===== src/rtl/rc4_pkg.sv =====
// Shared RC4 constants and the decryptor (PRGA) state encoding.
package rc4_pkg;

  localparam int unsigned S_DEPTH = 256;
  localparam int unsigned S_AW    = 8;
  localparam int unsigned DW      = 8;

  typedef enum logic [3:0] {
    ST_IDLE,
    ST_RD_SI,
    ST_WAIT_SI,
    ST_RD_SJ,
    ST_WAIT_SJ,
    ST_WR_SI,
    ST_WR_SJ,
    ST_RD_F,
    ST_WAIT_F,
    ST_WR_DEC,
    ST_DONE
  } rc4_dec_state_t;

endpackage


===== src/rtl/rc4_decryptor.sv =====
// RC4 keystream generator: swaps S entries, XORs keystream with the encrypted ROM,
// writes plaintext to the decrypted RAM. Nine cycles per message byte.
module rc4_decryptor
  import rc4_pkg::*;
#(
  parameter int unsigned MSG_LEN = 32,
  parameter int unsigned MSG_AW  = 5
) (
  input  logic              clk,
  input  logic              rst,
  input  logic              start,
  input  logic [DW-1:0]     s_q,
  input  logic [DW-1:0]     enc_q,
  output logic [S_AW-1:0]   s_address,
  output logic [DW-1:0]     s_data,
  output logic              s_wren,
  output logic [MSG_AW-1:0] enc_address,
  output logic [MSG_AW-1:0] dec_address,
  output logic [DW-1:0]     dec_data,
  output logic              dec_wren,
  output logic              done
);

  localparam logic [MSG_AW-1:0] K_LAST = MSG_AW'(MSG_LEN - 1);

  rc4_dec_state_t state, state_d;

  logic [S_AW-1:0]   i, j;
  logic [MSG_AW-1:0] k;
  logic [DW-1:0]     si, sj, f, e;

  // State register
  always_ff @(posedge clk) begin
    if (rst) state <= ST_IDLE;
    else     state <= state_d;
  end

  // Next-state logic
  always_comb begin
    state_d = state;
    case (state)
      ST_IDLE:    if (start) state_d = ST_RD_SI;
      ST_RD_SI:   state_d = ST_WAIT_SI;
      ST_WAIT_SI: state_d = ST_RD_SJ;
      ST_RD_SJ:   state_d = ST_WAIT_SJ;
      ST_WAIT_SJ: state_d = ST_WR_SI;
      ST_WR_SI:   state_d = ST_WR_SJ;
      ST_WR_SJ:   state_d = ST_RD_F;
      ST_RD_F:    state_d = ST_WAIT_F;
      ST_WAIT_F:  state_d = ST_WR_DEC;
      ST_WR_DEC:  state_d = (k == K_LAST) ? ST_DONE : ST_RD_SI;
      ST_DONE:    state_d = ST_DONE;
      default:    state_d = ST_IDLE;
    endcase
  end

  // Index and data-holding registers; memory data is captured in the WAIT states
  always_ff @(posedge clk) begin
    if (rst) begin
      i  <= '0;
      j  <= '0;
      k  <= '0;
      si <= '0;
      sj <= '0;
      f  <= '0;
      e  <= '0;
    end else begin
      case (state)
        ST_IDLE: begin
          if (start) begin
            i <= S_AW'(1);
            j <= '0;
            k <= '0;
          end
        end
        ST_WAIT_SI: begin
          si <= s_q;
          j  <= j + s_q;
        end
        ST_WAIT_SJ: sj <= s_q;
        ST_WAIT_F: begin
          f <= s_q;
          e <= enc_q;
        end
        ST_WR_DEC: begin
          if (k != K_LAST) begin
            k <= k + MSG_AW'(1);
            i <= i + S_AW'(1);
          end
        end
        default: ;
      endcase
    end
  end

  // Moore output decode
  always_comb begin
    s_address = '0;
    s_data    = '0;
    s_wren    = 1'b0;
    dec_data  = '0;
    dec_wren  = 1'b0;
    case (state)
      ST_RD_SI, ST_WAIT_SI: s_address = i;
      ST_RD_SJ, ST_WAIT_SJ: s_address = j;
      ST_WR_SI: begin
        s_address = i;
        s_data    = sj;
        s_wren    = 1'b1;
      end
      ST_WR_SJ: begin
        s_address = j;
        s_data    = si;
        s_wren    = 1'b1;
      end
      ST_RD_F, ST_WAIT_F: s_address = si + sj;
      ST_WR_DEC: begin
        dec_data = f ^ e;
        dec_wren = 1'b1;
      end
      default: ;
    endcase
  end

  assign enc_address = k;
  assign dec_address = k;
  assign done        = (state == ST_DONE);

endmodule


===== config.mk =====
export PLATFORM = sky130hd
export DESIGN_NAME = rc4_decryptor
export DESIGN_NICKNAME = d
export VERILOG_FILES = /design/src/rtl/rc4_pkg.sv /design/src/rtl/rc4_decryptor.sv
export SDC_FILE = /design/constraint.sdc
export NUM_CORES = 1
export LEC_CHECK = 0
export ABC_AREA = 1
export CAP_MARGIN = 20
export CORE_MARGIN = 2
export CORE_UTILIZATION = 58
export CTS_CLUSTER_DIAMETER = 100
export DETAILED_ROUTE_END_ITERATION = 10
export HOLD_SLACK_MARGIN = 0.15
export PLACE_DENSITY = 0.93
export SYNTH_ARGS = -nofsm -noshare
export SYNTH_HDL_FRONTEND = slang
export SYNTH_SLANG_ARGS = --single-unit

===== constraint.sdc =====
create_clock -name clk -period 3.44 [get_ports clk]
set_clock_uncertainty 0.05 [all_clocks]
set_input_delay 0.516 -clock clk [delete_from_list [all_inputs] [get_ports clk]]
set_output_delay 0.516 -clock clk [all_outputs]
set_load 0.02 [all_outputs]

==> flow_results.xml, run 1 <==
<?xml version="1.0" encoding="UTF-8"?>
<metrics>
  <group name="synth">
    <metric name="synth_adder_area_share" unit="%">7.48</metric>
    <metric name="synth-async-reset-ratio" unit="%">0</metric>
    <metric name="synth.largest_area_cell" unit="">dfxtp_1</metric>
    <metric name="netlist_top_cells_count" unit="">nor2_1 (93), nand2_1 (90), dfxtp_1 (57), inv_1 (38), o21ai_0 (38)</metric>
    <metric name="yosysWarnings" unit="">0</metric>
    <metric name="synthSimpleGateAreaFrac" unit="%">31.8</metric>
    <metric name="synth_top_family_by_area" unit="">simple AND/OR/NAND/NOR gates</metric>
    <metric name="synth.mux.area_fraction" unit="%">0</metric>
    <metric name="synth_area_per_cell" unit="um2">6.96</metric>
    <metric name="synth_cells" unit="">485</metric>
    <metric name="ys_seq_area_share" unit="%">33.8</metric>
    <metric name="synth_nets" unit="">523</metric>
    <metric name="post-synth-top-count-cell" unit="">nor2_1</metric>
    <metric name="synth_top_cells_by_area" unit="">dfxtp_1 (34%), nor2_1 (10%), nand2_1 (10%)</metric>
    <metric name="synth_top_area_share" unit="%">33.8</metric>
    <metric name="synth_cell_types" unit="">39</metric>
    <metric name="synthFlopType" unit="">dfxtp_1</metric>
    <metric name="synth_area" unit="mm2">0.00338</metric>
    <metric name="synth_compound_gate_area_share" unit="%">15.7</metric>
    <metric name="ys_seq_elements" unit="">57</metric>
    <metric name="synth_xor_xnor_area_share" unit="%">3.11</metric>
    <metric name="synth_edf_count" unit="">0</metric>
  </group>
  <group name="timing">
    <metric name="setup_viol" unit="">0</metric>
    <metric name="unrepaired_setup_endpoints_after_global_routing" unit="">false</metric>
    <metric name="tightest_slew" unit="ns">0.447</metric>
    <metric name="fmaxAchievable" unit="GHz">0.310</metric>
    <metric name="slew_headroom" unit="%">70.2</metric>
    <metric name="worst_slack" unit="ns">0.210</metric>
    <metric name="fin_setup_tns" unit="ns">0</metric>
    <metric name="hold_violation_count_in_the_final_report" unit="">0</metric>
    <metric name="final_max_slew_viols" unit="">0</metric>
    <metric name="finalCritPeriodShare" unit="%">93.9</metric>
    <metric name="finalCriticalPeriod" unit="ns">3.23</metric>
  </group>
  <group name="detailed_routing">
    <metric name="wire_per_inst" unit="um">15.0</metric>
    <metric name="routed-via-count" unit="">3551</metric>
    <metric name="post_drt_via_cell_ratio" unit="">5.77</metric>
    <metric name="violation_count_after_the_first_detailed_routing_iteration" unit="">289</metric>
    <metric name="drt_drc_violations_left" unit="">0</metric>
    <metric name="drtPass1Iterations" unit="">5</metric>
    <metric name="routed_wl" unit="um">9250</metric>
    <metric name="ant_nets" unit="">0</metric>
  </group>
  <group name="grt">
    <metric name="grt_max_degree" unit="">21</metric>
    <metric name="total_grt_usage" unit="%">29.9</metric>
    <metric name="antenna_found_initial" unit="">0</metric>
    <metric name="grt_first_pass_wirelength" unit="um">15000</metric>
    <metric name="vias_in_the_first_global_route" unit="">3315</metric>
    <metric name="grt.overflow.total" unit="">0</metric>
  </group>
  <group name="cts">
    <metric name="clock_sink_count" unit="">57</metric>
    <metric name="worst_setup_hold_path_clk_slew" unit="ns">0.06</metric>
    <metric name="tritoncts" unit="">done</metric>
    <metric name="cts_resized" unit="">0</metric>
    <metric name="clock-root-buffer" unit="">clkbuf_8</metric>
    <metric name="htree_num_levels" unit="">3</metric>
    <metric name="holdBufCountCts" unit="">0</metric>
    <metric name="max-clock-path-buffers" unit="">2</metric>
    <metric name="worstSkewPairLatency" unit="ns">0.34</metric>
    <metric name="cts_setup_buffers" unit="">0</metric>
    <metric name="tritoncts.num_buffers" unit="">9</metric>
  </group>
  <group name="setup_path">
    <metric name="cp.required" unit="ns">2.87</metric>
    <metric name="critPathKind" unit="">reg -&gt; out</metric>
    <metric name="reg2reg_slack" unit="ns">1.61</metric>
    <metric name="rr_worst_depth" unit="">9</metric>
    <metric name="startpoint_of_the_worst_slack_reg_to_reg_timing_path" unit="">dec_address[0]$_SDFFE_PP0P_</metric>
    <metric name="crit_path_start_kind" unit="">register</metric>
    <metric name="endpoint_kind" unit="">output pin</metric>
    <metric name="crit_arrival" unit="ns">2.66</metric>
    <metric name="crit-reg2reg-capture" unit="">i[2]$_SDFFE_PP0P_</metric>
    <metric name="critical_path_maximum_fanout" unit="">18</metric>
  </group>
  <group name="placement">
    <metric name="place.port_buffers" unit="">55</metric>
    <metric name="place.detailed.hpwl" unit="um">6840</metric>
    <metric name="placed_cell_area" unit="mm2">0.00394</metric>
    <metric name="place_worst_setup_slack" unit="ns">0.630</metric>
    <metric name="gpl.final_weighted_congestion" unit="">0.931</metric>
  </group>
  <group name="power">
    <metric name="clock_network_power_share" unit="%">39.7</metric>
    <metric name="power.switching_fraction" unit="%">28.3</metric>
    <metric name="comb_power_share" unit="%">16.6</metric>
    <metric name="power_frac_seq" unit="%">43.7</metric>
    <metric name="worst_vdd_drop" unit="mV">0.246</metric>
    <metric name="design_power_total" unit="W">0.00164</metric>
    <metric name="power.density_cell_area" unit="mW/mm2">394</metric>
    <metric name="netSwitchingPower" unit="W">0.000463</metric>
    <metric name="power.leakage" unit="nW">1.83</metric>
    <metric name="cellInternalPower" unit="W">0.00117</metric>
  </group>
  <group name="die">
    <metric name="pin_count" unit="">56</metric>
    <metric name="placeable_core_area" unit="mm2">0.00557</metric>
    <metric name="die_h" unit="um">80.3</metric>
    <metric name="start_util" unit="%">60.6</metric>
    <metric name="placementRows" unit="">27</metric>
    <metric name="dieWidth" unit="um">80.3</metric>
    <metric name="die_area" unit="mm2">0.00645</metric>
  </group>
  <group name="cells_and_area">
    <metric name="finalNetCount" unit="">576</metric>
    <metric name="area.growth.synth_to_final" unit="%">22.9</metric>
    <metric name="layout-drive-gt1-share" unit="%">9.94</metric>
    <metric name="postLayoutCellArea" unit="mm2">0.00415</metric>
    <metric name="n_antenna_cell" unit="">0</metric>
  </group>
  <group name="flow_run">
    <metric name="max_cap_violations" unit="">0</metric>
  </group>
  <group name="worst_hold_path">
    <metric name="timing.hold.worst_endpoint" unit="">i[4]$_SDFFE_PP0P_</metric>
    <metric name="hp-class" unit="">reg -&gt; reg</metric>
    <metric name="min-delay-start" unit="">i[4]$_SDFFE_PP0P_</metric>
    <metric name="timing.hold.worst_path_depth" unit="">2</metric>
  </group>
  <group name="run_status">
    <metric name="status" unit="">finished clean</metric>
  </group>
</metrics>
-- worst max path at each step --
stage                               start            to  slack (ns)  cells past startpoint
floorplan              si[0]$_SDFFE_PP0P_  s_address[6]        1.37                     11
global placement    state[1]$_SDFFE_PP0P_  s_address[4]        0.75                      8
detailed placement  state[1]$_SDFFE_PP0P_  s_address[4]        0.63                      8
CTS                 state[0]$_SDFFE_PP0P_  s_address[4]        0.25                      8
global route        state[1]$_SDFFE_PP0P_  s_address[4]        0.09                      8
finish              state[0]$_SDFFE_PP0P_  s_address[4]        0.21                      8
-- power by group through the flow --
stage	registers [W]	logic, W	clock network, W
detailed placement	0.000728	0.000261	0
CTS	0.000714	0.000265	0.000653
global route	0.000717	0.000297	0.000678
floorplan	0.000719	0.000190	0
global placement	0.000726	0.000251	0
finish	0.000716	0.000271	0.000650
-- final cells by class --
cell class | instances | area [um2]
Multi-Input combinational cell | 366 | 1960
Fill cell | 403 | 1430
Sequential cell | 57 | 1140
Timing Repair Buffer | 59 | 581
Clock buffer | 14 | 173
Inverter | 45 | 169
Tap cell | 72 | 90.1
Clock inverter | 2 | 35.0
-- flip-flops by register name, indices dropped and copies added (netlist names) --
register     count
j                8
dec_address      5
e                8
f                8
si               8
state            4
sj               8
i                8
-- cell families after synthesis --
family          count (synthesis)
buf+inv                        62
flops                          57
compound gates                 91
simple gates                  244
fa+ha+maj                      19
xor+xnor                       12
-- worst max-delay path, cell delays in order, from the launching register on --
cell and delay (ns):
dfxtp_1 0.38, nor2_1 0.18, inv_1 0.12, nor2_4 0.29, inv_2 0.23, nand2_2 0.24, nand3_1 0.13, o211ai_1 0.11
clkdlybuf4s50_1 0.63
-- cell usage in the layout, fill, tap and decap left out, types with 3 or more instances in the layout --
cell / synthesis / final
a21oi_1: 28 / 28
clkdlybuf4s50_1: 0 / 55
nand2_2: 11 / 11
nand3_1: 31 / 31
dfxtp_1: 57 / 57
nand2_1: 90 / 90
a32o_1: 7 / 7
clkbuf_8: 0 / 12
a21oi_2: 4 / 4
o21ai_0: 38 / 38
ha_1: 17 / 17
nor2_4: 3 / 3
inv_1: 38 / 38
xor2_1: 3 / 3
nor2_2: 3 / 3
inv_2: 7 / 7
o21ai_1: 4 / 4
buf_4: 5 / 4
xnor2_1: 9 / 9
nor2_1: 93 / 93
or2_2: 4 / 4
-- through the flow --
stage,cells,utilization (%),hold slack (ns)
floorplan,485,-,0.407
global placement,599,70.7,0.427
detailed placement,599,70.7,0.431
CTS,615,74.4,0.442
global route,615,74.4,0.477
finish,615,74.4,0.444
-- per-layer routing --
metal,up-vias,routed length (um),global-route usage (%)
li1,1691,-,-
met1,1644,3680,33.5
met2,178,4600,52.4
met3,38,675,7.87
met4,0,291,14.2
met5,-,0,0
Power figures use the tool's default switching activity.
==> run 2, diff against run 1 <==
Settings changed: ABC_CLOCK_PERIOD_IN_PS set to 3440.
==> results of run 2 <==
The final DEF is identical to that of run 1; final timing and power are the same.
